==> config.mk <==
export PLATFORM = sky130hd
export DESIGN_NAME = ffd_delay_line
export DESIGN_NICKNAME = d
export VERILOG_FILES = /design/src/rtl/ffd_pkg.sv /design/src/rtl/ffd_stage.sv /design/src/rtl/ffd_delay_line.sv
export SDC_FILE = /design/constraint.sdc
export NUM_CORES = 1
export LEC_CHECK = 0
export CORE_MARGIN = 2
export CORE_UTILIZATION = 53
export CTS_CLUSTER_DIAMETER = 200
export DETAILED_ROUTE_END_ITERATION = 7
export PLACE_DENSITY = 0.79
export SYNTH_ARGS = -nofsm -noshare
export SYNTH_HDL_FRONTEND = slang
export SYNTH_HIERARCHICAL = 1
export SYNTH_SLANG_ARGS = --single-unit
export TNS_END_PERCENT = 1
==> constraint.sdc <==
create_clock -name clk -period 5.1 [get_ports clk]
set_clock_uncertainty 0.15 [all_clocks]
set_input_delay 1.02 -clock clk [delete_from_list [all_inputs] [get_ports clk]]
set_output_delay 1.02 -clock clk [all_outputs]
set_load 0.02 [all_outputs]
==> src/rtl/ffd_pkg.sv <==
// Shared constants and helpers for the ffd_delay_line family.
package ffd_pkg;

  localparam int DEFAULT_WIDTH = 4;
  localparam int DEFAULT_DEPTH = 4;

  // Bits needed to count 0..depth inclusive.
  function automatic int fill_width(input int depth);
    return $clog2(depth + 1);
  endfunction

endpackage

==> src/rtl/ffd_stage.sv <==
// One {valid, data} register of the delay line: async active-low reset, enable,
// and an optional synchronous clear (FFD_SYNC_CLR_EN).
module ffd_stage
  import ffd_pkg::*;
#(
  parameter int               WIDTH     = DEFAULT_WIDTH,
  parameter logic [WIDTH-1:0] RESET_VAL = '0
) (
  input  logic           clk,
  input  logic           reset,
  input  logic           en,
`ifdef FFD_SYNC_CLR_EN
  input  logic           clr,
`endif
  input  logic [WIDTH:0] d,
  output logic [WIDTH:0] q
);

  localparam logic [WIDTH:0] EMPTY_WORD = {1'b0, RESET_VAL};

  logic [WIDTH:0] word_q;
  logic [WIDTH:0] word_d;

  // NOTE: default assignment first so every path assigns word_d -- no latch.
  always_comb begin
    word_d = word_q;
    if (en) word_d = d;
`ifdef FFD_SYNC_CLR_EN
    if (clr) word_d = EMPTY_WORD;
`endif
  end

  // NOTE: state registers use non-blocking assignments only.
  always_ff @(posedge clk or negedge reset) begin
    if (!reset) word_q <= EMPTY_WORD;
    else        word_q <= word_d;
  end

  assign q = word_q;

endmodule

==> src/rtl/ffd_delay_line.sv <==
// WIDTH-bit, DEPTH-stage enabled delay line with per-stage valid and occupancy count.
// Optional synchronous clear port `clr` is compiled in with FFD_SYNC_CLR_EN.
module ffd_delay_line
  import ffd_pkg::*;
#(
  parameter int               WIDTH     = DEFAULT_WIDTH,
  parameter int               DEPTH     = DEFAULT_DEPTH,
  parameter logic [WIDTH-1:0] RESET_VAL = '0,
  localparam int              CW        = fill_width(DEPTH)
) (
  input  logic             clk,
  input  logic             reset,
  input  logic             enabled,
`ifdef FFD_SYNC_CLR_EN
  input  logic             clr,
`endif
  input  logic [WIDTH-1:0] d,
  input  logic             d_valid,
  output logic [WIDTH-1:0] q,
  output logic             q_valid,
  output logic [CW-1:0]    fill,
  output logic             full
);

  typedef struct packed {
    logic             valid;
    logic [WIDTH-1:0] data;
  } stage_t;

  stage_t stage_in  [DEPTH];
  stage_t stage_out [DEPTH];

  assign stage_in[0] = '{valid: d_valid, data: d};

  for (genvar k = 0; k < DEPTH; k++) begin : g_stage
    if (k > 0) begin : g_link
      assign stage_in[k] = stage_out[k-1];
    end

    ffd_stage #(
      .WIDTH     (WIDTH),
      .RESET_VAL (RESET_VAL)
    ) u_stage (
      .clk   (clk),
      .reset (reset),
      .en    (enabled),
`ifdef FFD_SYNC_CLR_EN
      .clr   (clr),
`endif
      .d     (stage_in[k]),
      .q     (stage_out[k])
    );
  end

  assign q       = stage_out[DEPTH-1].data;
  assign q_valid = stage_out[DEPTH-1].valid;

  // Occupancy tracks entering vs. leaving valid words; it cannot exceed DEPTH.
  logic [CW-1:0] fill_q, fill_d;
  logic          full_q, full_d;

  always_comb begin
    fill_d = fill_q;
    if (enabled) begin
      case ({d_valid, q_valid})
        2'b10:   fill_d = fill_q + CW'(1);
        2'b01:   fill_d = fill_q - CW'(1);
        default: ;
      endcase
    end
`ifdef FFD_SYNC_CLR_EN
    if (clr) fill_d = '0;
`endif
    full_d = (fill_d == CW'(DEPTH));
  end

  always_ff @(posedge clk or negedge reset) begin
    if (!reset) begin
      fill_q <= '0;
      full_q <= 1'b0;
    end else begin
      fill_q <= fill_d;
      full_q <= full_d;
    end
  end

  assign fill = fill_q;
  assign full = full_q;

endmodule

==> summary.md <==
| Metric | Value |
|---|---|
| Outcome | `finished clean` |
| Final setup vio count | `0` |
| Post-synthesis compound-gate area fraction | `1.59%` |
| Crit path from | `enabled` |
| Cell count of the worst reg-to-reg path | `5` |
| First-pass GRT wire length | `2240 um` |
| Worst-Margin Slew | `1.02 ns` |
| Final hold violation count | `0` |
| Met1 GRT Util | `about a fifth` |
| Mux cell area share after synthesis | `25.0%` |
| Skew-Pair Late Insertion Delay | `0.32 ns` |
| Die Wd | `46.2 um` |
| Final wirelength | `between 1000 and 1500 um` |
| Pint | `0.412 mW` |
| Sequential share of power | `45.5%` |
| Final #Nets | `between 80 and 90` |
| Pleak | `around 0.5 nW` |
| Row count | `15` |
| Final setup margin | `between 2 and 2.5 ns` |
| Top_reg_cell synth | `dfrtp_1` |
| Final core occ | `69.7%` |
| Max-Slew Margin vs Limit | `31.9%` |
| Cells after Synth | `58` |
| Total GRT Usage | `~16%` |
| Critical path depth | `4` |
| Logic pwr share | `a little under a third` |
| GR Layer Usage met2 | `23.1%` |
| Worst Path Max Fanout | `22` |
| Setup slack, reg-to-reg | `3.22 ns` |
| DRC viols | `0` |
| Vias/cell | `roughly 5.1` |
| Post-CTS Resized | `0` |
| RSZ-0062 raised after global routing | `false` |
| Worst Path Required | `5.20 ns` |
| TritonCTS Buffers | `3` |
| Critical Path End Type | `register` |
| IO Pins | `17` |
| Asr flop ratio synth | `100%` |
| Hold buffer count at cts | `0` |
| Critical path destination | `full` |
| Post-synth EDFFs | `0` |
| Max-Cap Viols | `0` |
| Via Count | `521` |
| Initial core utilization | `55.4%` |
| TNS Setup | `0 ns` |
| H-Tree Depth | `1` |
| Critical path class | `input port to register` |
| DIE AREA | `2140 um2` |
| Critical path's largest stage delay | `roughly 1.1 ns` |
| Yosys warns | `6` |
| Final worst path period share | `53.1%` |
| Syn_area_per_cell | `16.3 um2` |
| Slew Limit Fails | `0` |
| Pin count of the biggest net entering global routing | `25` |
| Synth top cells by count | `dfrtp_1 (24), mux2_2 (21), a21oi_1 (2), xnor2_1 (2)` |
| Iteration-0 DRC Markers | `5` |
| Fill cells | `roughly 120` |
| Cells taking the most area after synthesis | `dfrtp_1 (63%), mux2_2 (25%), fa_1 (2.1%)` |
| Syn-to-layout area delta | `25.8%` |
| Hold path start | `g_stage[1].u_stage/q[2]` |
| Synth area leader | `dfrtp_1` |
| Total power | `about 0.58 mW` |
| Root buffer cell | `clkbuf_4` |
| Largest delay contributor family on the critical path | `buffers and inverters` |
| Most frequent cell after synthesis | `dfrtp_1` |
| Crit path buf inv count | `1` |
| Worst EP arrival | `roughly 2.8 ns` |
| Core Box Area | `approximately 1700 um2` |
| Post-CTS Setup Bufs | `0` |
| CP Cell Sequence | `clkdlybuf4s50_1 > nand2b_4 > or3_1 > a21oi_1` |
| Dpl ws | `2.07 ns` |
| # clock sinks | `24` |
| Height of the die | `46.2 um` |
| Pre-antenna DRT Iters | `2` |
| Final min period | `~2.7 ns` |
| Share of cells above drive strength 1 | `34.6%` |
| Avg WL per Cell | `13.4 um` |
| Synth Area in XOR/XNOR | `1.85%` |
| Post-synth cell types | `13` |
| Sw Pwr | `0.166 mW` |
| Post-Synth Adder-Cell Area | `3.44%` |
| Worst R2R End | `full` |
| Worst r2r src | `g_stage[3].u_stage/q[4]` |
| Post-synthesis sequential area ratio | `63.5%` |
| Mapped cell area | `946 um2` |
| CTS Buffer Depth | `2` |
| GRT busiest layer | `met2` |
| Peak VDD IR | `around 0.43 mV` |
| Area share of the largest cell type after synthesis | `between 60% and 70%` |
| Buffers on Ports | `16` |
| Slowest CP cell | `clkdlybuf4s50_1` |
| Mapped Nets | `68` |
| Post-DRT Antenna Nets | `0` |
| Sw Ratio | `28.7%` |
| Antenna violations before repair | `0` |
| Congestion Overflow GR | `0` |
| DP HPWL | `952 um` |
| Yosys reg bits | `24` |
| CTS tree | `built` |
| Met3 usage | `3.53%` |
| Simple-Gate Fraction of Synth Area | `approximately 4.2%` |
| Clock share of power | `23.7%` |
| Power Density | `~490 nW/um2` |
| Vias in the first global route | `488` |
| Largest family of logic cells by synthesized area | `multiplexers` |
| Reg clk slew, reported paths | `0.14 ns` |
| Worst hold path type | `register to register` |
| CP startpoint kind | `input port` |
| GP Congestion | `around 0.77` |
| Max Clk Rate | `approximately 370 MHz` |
| Diode count | `0` |
==> cell usage in the layout, fill, tap and decap left out <==
cell type | netlist | routed
o21ai_0 | 1 | 1
clkbuf_4 | 0 | 3
xnor2_1 | 2 | 2
fa_1 | 1 | 1
nor2_1 | 1 | 1
inv_1 | 1 | 1
clkdlybuf4s50_1 | 0 | 16
a21oi_1 | 2 | 2
dfrtp_1 | 24 | 24
or3_1 | 1 | 1
and4bb_2 | 1 | 1
nand2b_4 | 1 | 1
bufinv_16 | 0 | 1
ha_1 | 1 | 1
nand2_1 | 1 | 1
mux2_2 | 21 | 21
==> layout make-up <==
cell class              count  area (um2)  share of cell area, %
flip-flops and latches     24         601                   50.5
inverters                   1        3.75                  0.315
multi-input cells          33         342                   28.7
well taps                  25        31.3                   2.63
clock buffers               3        22.5                   1.89
clock inverters             1        30.0                   2.52
repair buffers             16         160                   13.5
==> kinds of logic after synthesis <==
group | Yosys count
mux | 21
flops | 24
simple gates | 5
compound gates | 3
fa+ha+maj | 2
buf+inv | 1
xor+xnor | 2
==> metal layers <==
layer,up-vias,part of all wire [%]
met3,2,3.8
met1,263,49
met4,0,1.4
met2,11,46
li1,245,-
met5,-,0
==> state kept, by name, summed over array words and instances (netlist names) <==
signal and cells:
fill 3, full 1, g_stage.u_stage/q 20
==> power groups by stage <==
stage          Clock (mW)  Combinational, mW  Sequential, mW
6_report            0.137              0.178           0.263
5_1_grt             0.150              0.194           0.271
4_1_cts             0.139              0.181           0.264
3_5_place_dp            0              0.179           0.268
3_3_place_gp            0              0.175           0.264
2_1_floorplan           0             0.0730           0.292
==> worst reg2reg max path, cell delays in order, from the launching register on <==
cell and delay (ns):
dfrtp_1 0.43, ha_1 0.23, fa_1 0.39, xnor2_1 0.15, or3_1 0.33, a21oi_1 0.15
==> through the flow <==
step,hold slack (ns),area (um2),cells
after floorplan,0.325,946,58
after global placement,0.333,1140,99
after detailed placement,0.341,1140,99
after CTS,0.372,1190,103
after global routing,0.391,1190,103
final,0.370,1190,103
==> worst min path at each step <==
stage               slack, ns                 endpoint  cells after the start
floorplan                0.32  g_stage[0].u_stage/q[0]                      1
global placement         0.33  g_stage[1].u_stage/q[1]                      1
detailed placement       0.34  g_stage[2].u_stage/q[2]                      1
CTS                      0.37  g_stage[2].u_stage/q[2]                      1
global route             0.39  g_stage[2].u_stage/q[2]                      1
finish                   0.37  g_stage[2].u_stage/q[2]                      1
(Power assumes the default switching activity.)
